File: config.mk
export PLATFORM = sky130hd
export DESIGN_NAME = fifo_uart_tx_flat
export DESIGN_NICKNAME = d
export VERILOG_FILES = /design/src/rtl/fifo_uart_tx_if.sv /design/src/rtl/fifo_uart_tx.sv /design/src/flat_wrapper.sv
export SDC_FILE = /design/constraint.sdc
export NUM_CORES = 1
export LEC_CHECK = 0
export BUFFER_PORTS_ARGS = -buffer_cell sky130_fd_sc_hd__buf_2
export CAP_MARGIN = 20
export CORE_MARGIN = 10
export CORE_UTILIZATION = 34
export DETAILED_ROUTE_END_ITERATION = 10
export GPL_TIMING_DRIVEN = 0
export SYNTH_ARGS = -nofsm -noshare
export SYNTH_HDL_FRONTEND = slang
export SYNTH_SLANG_ARGS = --single-unit
File: constraint.sdc
create_clock -name sys_clk -period 5.39 [get_ports sys_clk]
set_input_delay 1.078 -clock sys_clk [delete_from_list [all_inputs] [get_ports sys_clk]]
set_output_delay 1.078 -clock sys_clk [all_outputs]
set_load 0.01 [all_outputs]
File: src/rtl/fifo_uart_tx_if.sv
// -----------------------------------------------------------------------------
// fifo_uart_tx_if
// Read-side handshake between a normal-mode (non-show-ahead) single-clock FIFO
// and its sole reader.
//   fifo_empty : FIFO -> reader, FIFO empty flag
//   fifo_q     : FIFO -> reader, read data, valid the cycle after fifo_rdreq
//   fifo_rdreq : reader -> FIFO, one-cycle read request per byte
// Modports:
//   master : the reader (drives fifo_rdreq)
//   slave  : the FIFO   (drives fifo_empty and fifo_q)
// -----------------------------------------------------------------------------
interface fifo_uart_tx_if;
    logic       fifo_empty;
    logic [7:0] fifo_q;
    logic       fifo_rdreq;

    modport master (
        input  fifo_empty,
        input  fifo_q,
        output fifo_rdreq
    );

    modport slave (
        output fifo_empty,
        output fifo_q,
        input  fifo_rdreq
    );
endinterface : fifo_uart_tx_if

File: src/rtl/fifo_uart_tx.sv
// -----------------------------------------------------------------------------
// fifo_uart_tx
// Drains a 256x8 single-clock FIFO and serialises each byte as UART 8N1,
// LSB first. Pops one byte whenever the FIFO is non-empty and the line is idle.
// Ports:
//   sys_clk : system clock, all logic on the rising edge
//   sys_rst : synchronous, active-high reset
//   fifo    : FIFO read handshake (master side: fifo_rdreq out, empty/q in)
//   tx      : registered UART serial output, idle high
//   busy    : registered, high in every state except IDLE
// -----------------------------------------------------------------------------
module fifo_uart_tx #(
    parameter int CLK_FREQ     = 50_000_000,
    parameter int BAUD         = 9600,
    parameter int BAUD_CNT_MAX = CLK_FREQ / BAUD
) (
    input  logic           sys_clk,
    input  logic           sys_rst,
    fifo_uart_tx_if.master fifo,
    output logic           tx,
    output logic           busy
);
    localparam int              CNT_W    = $clog2(BAUD_CNT_MAX);
    localparam logic [CNT_W-1:0] CNT_LAST = CNT_W'(BAUD_CNT_MAX - 1);

    typedef enum logic [2:0] {
        IDLE  = 3'd0,
        REQ   = 3'd1,
        FETCH = 3'd2,
        START = 3'd3,
        DATA  = 3'd4,
        STOP  = 3'd5
    } state_t;

    state_t           state_q, state_d;
    logic [CNT_W-1:0] cnt_q, cnt_d;
    logic [2:0]       bit_idx_q, bit_idx_d;
    logic [7:0]       shift_q, shift_d;
    logic             tx_q, tx_d;
    logic             rdreq_q, rdreq_d;
    logic             busy_q, busy_d;
    logic             wrap_s;

    // Next-state logic for the framing FSM and its baud/bit counters.
    always_comb begin
        state_d   = state_q;
        cnt_d     = cnt_q;
        bit_idx_d = bit_idx_q;
        shift_d   = shift_q;
        wrap_s    = (cnt_q == CNT_LAST);

        case (state_q)
            IDLE: begin
                cnt_d     = '0;
                bit_idx_d = 3'd0;
                // fifo_empty is only looked at here, so a pop can never be
                // requested from an empty FIFO.
                if (!fifo.fifo_empty) begin
                    state_d = REQ;
                end else begin
                    state_d = IDLE;
                end
            end
            REQ: begin
                state_d = FETCH;
            end
            FETCH: begin
                // Normal-mode FIFO: data requested in REQ is valid now.
                shift_d = fifo.fifo_q;
                cnt_d   = '0;
                state_d = START;
            end
            START: begin
                if (wrap_s) begin
                    cnt_d     = '0;
                    bit_idx_d = 3'd0;
                    state_d   = DATA;
                end else begin
                    cnt_d = cnt_q + CNT_W'(1);
                end
            end
            DATA: begin
                if (wrap_s) begin
                    cnt_d = '0;
                    if (bit_idx_q == 3'd7) begin
                        state_d = STOP;
                    end else begin
                        bit_idx_d = bit_idx_q + 3'd1;
                    end
                end else begin
                    cnt_d = cnt_q + CNT_W'(1);
                end
            end
            STOP: begin
                if (wrap_s) begin
                    cnt_d   = '0;
                    state_d = IDLE;
                end else begin
                    cnt_d = cnt_q + CNT_W'(1);
                end
            end
            default: begin
                state_d   = IDLE;
                cnt_d     = '0;
                bit_idx_d = 3'd0;
            end
        endcase
    end

    // Output values are decoded from the next state so that the registered
    // outputs line up with the state they belong to, with no extra latency.
    always_comb begin
        case (state_d)
            START:   tx_d = 1'b0;
            DATA:    tx_d = shift_d[bit_idx_d];
            default: tx_d = 1'b1;
        endcase
        rdreq_d = (state_d == REQ);
        busy_d  = (state_d != IDLE);
    end

    // State, counters, shift register and registered outputs.
    always_ff @(posedge sys_clk) begin
        if (sys_rst) begin
            state_q   <= IDLE;
            cnt_q     <= '0;
            bit_idx_q <= 3'd0;
            shift_q   <= 8'h00;
            tx_q      <= 1'b1;
            rdreq_q   <= 1'b0;
            busy_q    <= 1'b0;
        end else begin
            state_q   <= state_d;
            cnt_q     <= cnt_d;
            bit_idx_q <= bit_idx_d;
            shift_q   <= shift_d;
            tx_q      <= tx_d;
            rdreq_q   <= rdreq_d;
            busy_q    <= busy_d;
        end
    end

    assign tx              = tx_q;
    assign busy            = busy_q;
    assign fifo.fifo_rdreq = rdreq_q;

endmodule : fifo_uart_tx

File: src/flat_wrapper.sv
// flat-port wrapper written by rule: the top's interface ports become plain ports
module fifo_uart_tx_flat 
#(
    parameter int CLK_FREQ     = 50_000_000,
    parameter int BAUD         = 9600,
    parameter int BAUD_CNT_MAX = CLK_FREQ / BAUD
)
  (sys_clk, sys_rst, tx, busy, fifo_fifo_empty, fifo_fifo_q, fifo_fifo_rdreq);
  fifo_uart_tx_if fifo_i ();
  input  logic sys_clk;
  input  logic sys_rst;
  output logic tx;
  output logic busy;
  input wire logic [$bits(fifo_i.fifo_empty)-1:0] fifo_fifo_empty;
  input wire logic [$bits(fifo_i.fifo_q)-1:0] fifo_fifo_q;
  output wire logic [$bits(fifo_i.fifo_rdreq)-1:0] fifo_fifo_rdreq;
  assign fifo_i.fifo_empty = fifo_fifo_empty;
  assign fifo_i.fifo_q = fifo_fifo_q;
  assign fifo_fifo_rdreq = fifo_i.fifo_rdreq;
  fifo_uart_tx #(.CLK_FREQ(CLK_FREQ), .BAUD(BAUD), .BAUD_CNT_MAX(BAUD_CNT_MAX)) u_core (.sys_clk(sys_clk), .sys_rst(sys_rst), .fifo(fifo_i), .tx(tx), .busy(busy));
endmodule
Word-level counts from Yosys, hierarchy flattened
Index checks and enable logic that the tools add are counted.
Storage, ports and cells
  flip-flop bits (word level): 30
  bits of input ports: 11
  word-level logic and storage cells: 40
Cells by class
  add/sub/neg operators: 2
  order comparisons: 1
  equal/unequal tests: 10
  mux-type cells: 16
  reduce and logical (&&, ||, !) cells: 4
Operators by type and width (number)
  $pmux W13 S2: 1
  $mux W3: 7
  $pmux W3 S6: 1
  $add A13 B1 Y13 const B: 1
  $eq A13 B13 Y1 const B: 1
  $mux W13: 1
  $eq A3 B3 Y1 const B: 4
  $eq A3 B2 Y1 const B: 3
  $pmux W3 S3: 1
  $mux W8: 1
  $eq A3 B1 Y1 const B: 2
  $reduce_or A3 Y1: 2
  $lt A3 B4 Y1 const B: 1
  $add A3 B1 Y3 const B: 1
  $bmux W1 S3: 1
  $logic_not A3 Y1: 1
  $reduce_bool A3 Y1: 1
  $mux W1: 2
  $pmux W1 S2: 1

Logic depth before layout (Yosys ltp)
Gate-level depths: netlist (run 1).
  depth in word-level cells: 7
  depth in mapped cells: 10

Worst setup path before layout (run 1)
Ideal clock, no wire load.
  path kind: reg2reg
  from: reg u_core.cnt_q[9]
  to: reg u_core.tx_q (netlist: u_core.tx)
  setup time: 0.074 ns
  arrival: 2.381 ns
  required time: 5.316 ns
  path slack: 2.935 ns
  stages on the path, launching flop included: 9
  buffers on the path: 1
  clock period less this slack: 2.455 ns
  cell sequence: dfxtp_1 > or4b_4 > nor3_4 > or4b_1 > buf_2 > mux2_4 > a211oi_2 > o21bai_1 > a31oi_1
Between the ends
  longest elaborated chain between the ends: 6
  elaborated cells between the ends (all ways): 13
RTL lines
  start, declared: line fifo_uart_tx.sv:36  | logic [CNT_W-1:0] cnt_q, cnt_d;
  start signal, assigned: line fifo_uart_tx.sv:134  | cnt_q <= cnt_d;
  $eq A13 B13 Y1 (*): line fifo_uart_tx.sv:50  | wrap_s = (cnt_q == CNT_LAST);
  $mux W3, on equally long branches: line fifo_uart_tx.sv:83, fifo_uart_tx.sv:74
  $pmux W3 S3: line fifo_uart_tx.sv:52  | case (state_q)
  $bmux W1 S3: line fifo_uart_tx.sv:115  | DATA: tx_d = shift_d[bit_idx_d];
  $mux W1 (implied by the code): line fifo_uart_tx.sv:115
  $pmux W1 S2 (*): line fifo_uart_tx.sv:113  | case (state_d)
  end signal, assigned: line fifo_uart_tx.sv:137  | tx_q <= tx_d;
  end, declared: line fifo_uart_tx.sv:39  | logic tx_q, tx_d;
Mark *: on every way between the ends. The rest lies on a longest branch, timed or not. The select of a mux whose other input is x is not followed.
A chain may end at the register's enable or synchronous reset.

Final worst setup path (run 1)
Ends and elaborated chain as after synthesis.

==> flow_summary.rst, run 1 <==
.. list-table::
   :header-rows: 1

   * - Metric
     - Value
   * - Result of the run
     - finished, final reports clean
   * - Most common cell after layout, fill and taps aside
     - sky130_fd_sc_hd__dfxtp_1
   * - Top FF cell, synth
     - sky130_fd_sc_hd__dfxtp_1
   * - Global-route congestion overflow total
     - 0
   * - Initial cell density of the core
     - between 30% and 40%
   * - Chip height
     - 89.0 µm
   * - Pin count of the biggest net entering global routing
     - 11
   * - Buffer depth of the longest clock path
     - 2
   * - Maximum operating frequency
     - 372 MHz
   * - Detail-routed net length per standard cell
     - 13.8 µm
   * - Worst max-slew margin expressed relative to the limit
     - 45.2%
   * - Sequential area share after synthesis
     - a little under two fifths
   * - Num Clock Sinks
     - 30
   * - Global-route wire length before repair
     - approximately 6500 µm
   * - Router iterations before antenna repair
     - 4
   * - Via count of the routed design
     - 1505
   * - Post-synthesis async set-or-reset flop share
     - 0%
   * - Final design area excluding fillers
     - roughly 1800 µm²
   * - Cell accounting for the most synthesized area
     - sky130_fd_sc_hd__dfxtp_1
   * - Port Buf Inserts
     - 12
   * - Max_cap viols
     - 0
   * - Number of gates resized after CTS
     - 0
   * - Type of element capturing the critical path
     - flop
   * - Worst setup path class
     - reg -> reg
   * - PD cells
     - 265 nW/µm²
   * - Die Width
     - 89.0 µm
   * - Clock-pin slew on the worst setup and hold paths
     - 60 ps
   * - Least-Margin Pin Slew
     - slightly above 800 ps
   * - Final number of hold-violating endpoints
     - 0
   * - Clock tree from TritonCTS
     - yes
   * - Critical path peak fanout
     - 6
   * - Fraction of post-synthesis cell area in the top cell type by area
     - 37.1%
   * - Final min period
     - 2690 ps
   * - FF+latch count, synth
     - 30
   * - DRT iter0 DRCs
     - 209
   * - TritonCTS buffer count
     - 5
   * - Dominant cells by area after synthesis
     - sky130_fd_sc_hd__dfxtp_1 37%, sky130_fd_sc_hd__nor2_1 6.7%, sky130_fd_sc_hd__nand2_1 5.8%
   * - Final HPWL DP
     - 2780 µm
   * - Clock root buffer
     - sky130_fd_sc_hd__clkbuf_8
   * - GR Util All Layers
     - 10.4%
   * - Number of vias per cell
     - 5.45
   * - Number of standard-cell rows in the floorplan
     - 25
   * - Number of setup buffers added after CTS
     - 0
   * - Wire length reported by the detailed router
     - 3800 µm
   * - Share of post-route cells with drive strength above 1
     - between 10% and 20%
   * - Yosys Warn Count
     - 0
   * - Weighted congestion reported at the end of routability-driven placement
     - 0.866
   * - Final layout net count
     - 234
   * - Initial antenna violation count
     - 0
   * - DRC viols
     - 0
   * - Total setup violations reported at the end of the flow
     - 0
   * - Number of top-level pins
     - 14
   * - Crit path required time
     - 5600 ps
   * - Post-synthesis average cell area
     - 8.02 µm²
   * - Sum Neg Setup Slack
     - 0 ps
   * - Final critical-path share of the clock period
     - between 40% and 50%
   * - Number of levels in the clock H-tree
     - 2
   * - Setup Skew
     - ~2.2 ps
   * - Die Outline Area
     - 7920 µm²
   * - Number of global-route vias before repair
     - 1374
   * - Worst-path cell with the longest stage delay
     - sky130_fd_sc_hd__or4b_4
   * - Cell-by-cell trace of the critical path
     - or4b_4 > nor4_1 > o21a_1 > or3_1 > clkbuf_1 > o22ai_1 > a211oi_2 > o21bai_1 > a31oi_1
   * - Setup repair after global routing missed its margin
     - no
   * - Final max-slew violation count
     - 0
   * - Cells after Synth
     - 202
   * - Count of flip-flops with a built-in enable after synthesis
     - 0
   * - Synthesized area
     - 1620 µm²
   * - Arrival time at the worst endpoint
     - around 2900 ps
   * - IR Drop Worst-Case VDD
     - 83.7 µV
   * - Synthesized netlist net count
     - roughly 220
   * - Placed inst area
     - 1750 µm²
   * - Placeable Area
     - 4660 µm²
   * - Number of distinct library cells after synthesis
     - 44
   * - Commonest cells after routing, fill and taps aside
     - 30 x sky130_fd_sc_hd__dfxtp_1, 29 x sky130_fd_sc_hd__nor2_1, 25 x sky130_fd_sc_hd__nand2_1, 15 x sky130_fd_sc_hd__a21oi_1, 13 x sky130_fd_sc_hd__buf_2
   * - Number of buffers inserted for hold repair after clock tree synthesis
     - 0
   * - Worst path max stage delay
     - 570 ps
   * - Startpoint types
     - flop
   * - Area growth syn-to-layout
     - 13.5%
   * - HP Class
     - reg -> reg
   * - Number of antenna cells inserted
     - 0
   * - Routed Antenna Nets
     - 0
   * - Source-to-sink clock delay at the later pin of the worst-skew pair
     - 280 ps
   * - Leak pwr
     - 0.000653 µW
-- metal layers --
layer	routed length [µm]	global-route usage, %	part of all wire, %	vias up
met5	0	0	0	-
met4	77	5.20	2.0	0
met3	143	2.55	3.8	5
met2	1660	15.0	44	23
met1	1920	13.9	51	705
li1	-	-	-	772
-- stage by stage --
step / instances / power [µW] / setup slack (ps) / hold WS [ps] / utilization (%)
final: 276 / 487 / 2700 / 457 / 39.4
after CTS: 276 / 494 / 2710 / 461 / 39.4
after global routing: 276 / 512 / 2470 / 472 / 39.4
after floorplan: 202 / 285 / 2930 / 437 / -
after global placement: 268 / 304 / 2690 / 452 / 37.5
after detailed placement: 268 / 304 / 2730 / 452 / 37.5
-- flip-flops by register name (all words and copies together), names as in the netlist --
name	flops
u_core.bit_idx_q	3
u_core.state_q	3
u_core.shift_q	8
u_core.busy	1
u_core.cnt_q	13
u_core.fifo.fifo_rdreq	1
u_core.tx	1
-- power breakdown --
group	total (µW)	internal, µW	leakage, µW	switching (µW)
sequential	234	230	0.000244	4.36
clock	187	103	0.0000482	84.4
combinational	65.1	25.3	0.000361	39.8
-- worst max-delay path: cells and delay by family, from the launching register on --
family,cells,cell delay (ps)
AOI/OAI and AO/OA,5,860
DFF,1,370
and+or+nand+nor,3,1150
buffers and inverters,1,240
-- final timing paths --
path	endpoint	startpoint	slack (ps)	depth (start not counted)
max	u_core.tx$_SDFF_PP1_	u_core.cnt_q[9]$_SDFFE_PP0N_	2700	9
min	u_core.shift_q[3]$_SDFF_PP0_	u_core.shift_q[3]$_SDFF_PP0_	460	2
max reg2reg	u_core.tx$_SDFF_PP1_	u_core.cnt_q[9]$_SDFFE_PP0N_	2700	9
min reg2reg	u_core.shift_q[3]$_SDFF_PP0_	u_core.shift_q[3]$_SDFF_PP0_	460	2
-- Yosys cell counts (2+ instances only) --
cell,count
sky130_fd_sc_hd__a211oi_1,3
sky130_fd_sc_hd__a21oi_1,15
sky130_fd_sc_hd__a31oi_1,4
sky130_fd_sc_hd__and3_1,2
sky130_fd_sc_hd__clkbuf_1,10
sky130_fd_sc_hd__dfxtp_1,30
sky130_fd_sc_hd__ha_1,2
sky130_fd_sc_hd__inv_1,2
sky130_fd_sc_hd__mux2i_1,7
sky130_fd_sc_hd__nand2_1,25
sky130_fd_sc_hd__nand3_1,4
sky130_fd_sc_hd__nand4_1,4
sky130_fd_sc_hd__nand4b_1,2
sky130_fd_sc_hd__nor2_1,29
sky130_fd_sc_hd__nor2b_1,3
sky130_fd_sc_hd__nor3_1,6
sky130_fd_sc_hd__nor4_1,2
sky130_fd_sc_hd__nor4b_1,2
sky130_fd_sc_hd__o21a_1,3
sky130_fd_sc_hd__o21ai_0,9
sky130_fd_sc_hd__o21bai_1,2
sky130_fd_sc_hd__o22ai_1,4
sky130_fd_sc_hd__or3_1,6
sky130_fd_sc_hd__xor2_1,6
-- kinds of logic (layout without fill, tap and decap cells) --
logic type	after synthesis	in the layout	synth area share (%)
fa+ha+maj	2	2	1.55
mux	8	8	5.25
flops	30	30	37.1
simple gates	95	95	30.9
xor+xnor	7	7	3.79
compound gates	47	47	18.3
buf+inv	13	33	3.09
-- final cells by class --
class | count | area, µm²
Clock buffer | 7 | 86.3
Clock inverter | 1 | 5.00
Tap cell | 54 | 67.6
Multi-Input combinational cell | 159 | 968
Sequential cell | 30 | 601
Buffer | 11 | 42.5
Inverter | 2 | 7.51
Fill cell | 479 | 2820
Timing Repair Buffer | 12 | 60.1
(Power assumes the default switching activity.)
==> run 2: changes to the inputs <==
clock period = 2.7 ns   (was 5.39 ns; I/O delays follow)
==> run 2 against run 1 <==
  * Critical path depth fell by 1
  * First-iteration DRC count fell by 13%
  * Sequential power rose by 100%
  * Worst setup slack got worse by 2600 ps
  * Highest routed layer unchanged
  * Final cell count rose by 0.36%
  * Clock power rose by 99%
  * Sequential cell count did not move
==> flow_summary.rst, run 2 (synthesized netlist as in run 1, its figures left out) <==
.. list-table::
   :header-rows: 1

   * - Metric
     - Value
   * - Die Width
     - 89.0 µm
   * - Final critical-path share of the clock period
     - 96.5%
   * - Number of instances on the worst hold path
     - 2
   * - Wire length reported by the detailed router
     - 3870 µm
   * - Initial cell density of the core
     - 34.7%
   * - Sequential Area
     - between 600 and 700 µm²
   * - Final max-slew violation count
     - 0
   * - DRT iter0 DRCs
     - 182
   * - Commonest cells after routing, fill and taps aside
     - 29 x sky130_fd_sc_hd__nor2_1, 28 x sky130_fd_sc_hd__dfxtp_1, 25 x sky130_fd_sc_hd__nand2_1, 15 x sky130_fd_sc_hd__a21oi_1, 12 x sky130_fd_sc_hd__buf_2
   * - Least-Margin Pin Slew
     - 523 ps
   * - Number of standard-cell rows in the floorplan
     - 25
   * - Buffer depth of the longest clock path
     - 2
   * - Number of global-route vias before repair
     - 1374
   * - Global-route congestion overflow total
     - 0
   * - Detail-routed net length per standard cell
     - 14.0 µm
   * - Port Buf Inserts
     - 12
   * - Result of the run
     - finished, final reports clean
   * - Placed inst area
     - about 1700 µm²
   * - Max_cap viols
     - 0
   * - IR Drop Worst-Case VDD
     - 165 µV
   * - Share of post-route cells with drive strength above 1
     - between 10% and 20%
   * - Final min period
     - roughly 2600 ps
   * - Max reg flops
     - 13
   * - Type of element capturing the critical path
     - flop
   * - Clock root buffer
     - sky130_fd_sc_hd__clkbuf_8
   * - Largest registers
     - u_core.cnt_q x13, u_core.shift_q x8
   * - HP Class
     - reg -> reg
   * - Total setup violations reported at the end of the flow
     - 0
   * - Number of levels in the clock H-tree
     - 2
   * - Worst setup path class
     - reg -> reg
   * - Start point of the critical path
     - u_core.cnt_q[9]$_SDFFE_PP0N_
   * - Source-to-sink clock delay at the later pin of the worst-skew pair
     - 280 ps
   * - Weighted congestion reported at the end of routability-driven placement
     - between 0.8 and 0.9
   * - Final layout net count
     - 235
   * - Setup slack of the critical path after layout
     - 93.5 ps
   * - Via count of the routed design
     - 1528
   * - Setup Skew
     - 2.73 ps
   * - TritonCTS buffer count
     - 5
   * - Pin count of the biggest net entering global routing
     - 11
   * - Number of vias per cell
     - 5.52
   * - Leak pwr
     - 0.000678 µW
   * - DP Worst Slack
     - 38.4 ps
   * - Global-route wire length before repair
     - 6500 µm
   * - Routed Antenna Nets
     - 0
   * - DRC viols
     - 0
   * - Startpoint types
     - flop
   * - Critical path peak fanout
     - 6
   * - Most common cell after layout, fill and taps aside
     - sky130_fd_sc_hd__nor2_1
   * - Die Outline Area
     - slightly below 8000 µm²
   * - Router iterations before antenna repair
     - 4
   * - Final design area excluding fillers
     - 1900 µm²
   * - Initial antenna violation count
     - 0
   * - Placeable Area
     - 4660 µm²
   * - Crit path required time
     - 2910 ps
   * - Worst max-slew margin expressed relative to the limit
     - between 60 and 70%
   * - Chip height
     - 89.0 µm
   * - Final number of hold-violating endpoints
     - 0
   * - Number of antenna cells inserted
     - 0
   * - Clock tree from TritonCTS
     - yes
   * - FF-to-FF Start
     - u_core.cnt_q[9]$_SDFFE_PP0N_
   * - Num Clock Sinks
     - 30
   * - Clock-pin slew on the worst setup and hold paths
     - 60 ps
   * - PD cells
     - 514 nW/µm²
   * - Post-Route Utilization
     - 40.7%
   * - Final HPWL DP
     - 2780 µm
   * - R2r worst-path depth
     - 8
   * - GR Util All Layers
     - 10.4%
   * - Number of top-level pins
     - 14
   * - Arrival time at the worst endpoint
     - approximately 2800 ps
   * - Launch instance of the worst min-delay path
     - u_core.shift_q[3]$_SDFF_PP0_
   * - Register with the highest flop count
     - u_core.cnt_q
   * - Area growth syn-to-layout
     - 17.1%
   * - Maximum operating frequency
     - 384 MHz
   * - Multi-input gate area in the final layout
     - 1010 µm²
   * - Count of filler cells inserted in the layout
     - between 400 and 500
## run 2: changes by cell type in the layout (fill, tap and decap cells not counted), sizes merged
cell	previous run	this run
buf	13	14
## run 2: power breakdown
group | switching [µW] | internal (µW)
logic | 77.3 | 52.0
registers | 12.8 | 459
clock network | 168 | 205
total | 258 | 716
## run 2: critical path, cell delays in order (launching register included)
cell and delay (ps):
sky130_fd_sc_hd__dfxtp_2 350, sky130_fd_sc_hd__or4b_4 580, sky130_fd_sc_hd__nor3_4 210, sky130_fd_sc_hd__or4b_1 450
sky130_fd_sc_hd__clkbuf_4 180, sky130_fd_sc_hd__mux2_4 300, sky130_fd_sc_hd__a211oi_2 190, sky130_fd_sc_hd__o21bai_1 110
sky130_fd_sc_hd__a31oi_1 150
## run 2: final cells by class
cell class	instances	share of cell area, %
multi-input combinational	159	53.3
sequential	30	31.8
clock buffer	7	4.55
timing repair buffer	14	3.96
tap	54	3.56
buffer	10	2.18
inverter	2	0.396
clock inverter	1	0.264
## run 2: worst paths after layout
path | end | slack [ps]
setup / recovery | u_core.tx$_SDFF_PP1_ | 90
hold / removal | u_core.shift_q[3]$_SDFF_PP0_ | 460
setup reg to reg | u_core.tx$_SDFF_PP1_ | 90
hold reg to reg | u_core.shift_q[3]$_SDFF_PP0_ | 460
## run 2: metal layers
| metal | GRT usage [%] | part of all wire (%) | vias up |
|---|---|---|---|
| met5 | 0 | 0 | - |
| met4 | 5.20 | 1.9 | 0 |
| met3 | 2.55 | 4.1 | 9 |
| met2 | 15.0 | 45 | 28 |
| met1 | 13.9 | 49 | 719 |
| li1 | - | - | 772 |
## run 2: through the flow
step / cells / hold WS (ps) / total power, µW / setup TNS, ps
6_report: 277 / 457 / 974 / 0
5_1_grt: 277 / 472 / 1030 / -16.6
4_1_cts: 276 / 461 / 986 / 0
3_5_place_dp: 268 / 452 / 606 / 0
3_3_place_gp: 268 / 452 / 607 / 0
2_1_floorplan: 202 / 437 / 570 / 0
## run 2: what timing repair did
item | CTS | global route
gates resized for setup | 0 | 10
hold buffers | 0 | 0
setup buffers | 0 | 2
setup endpoints to repair | 0 | 1
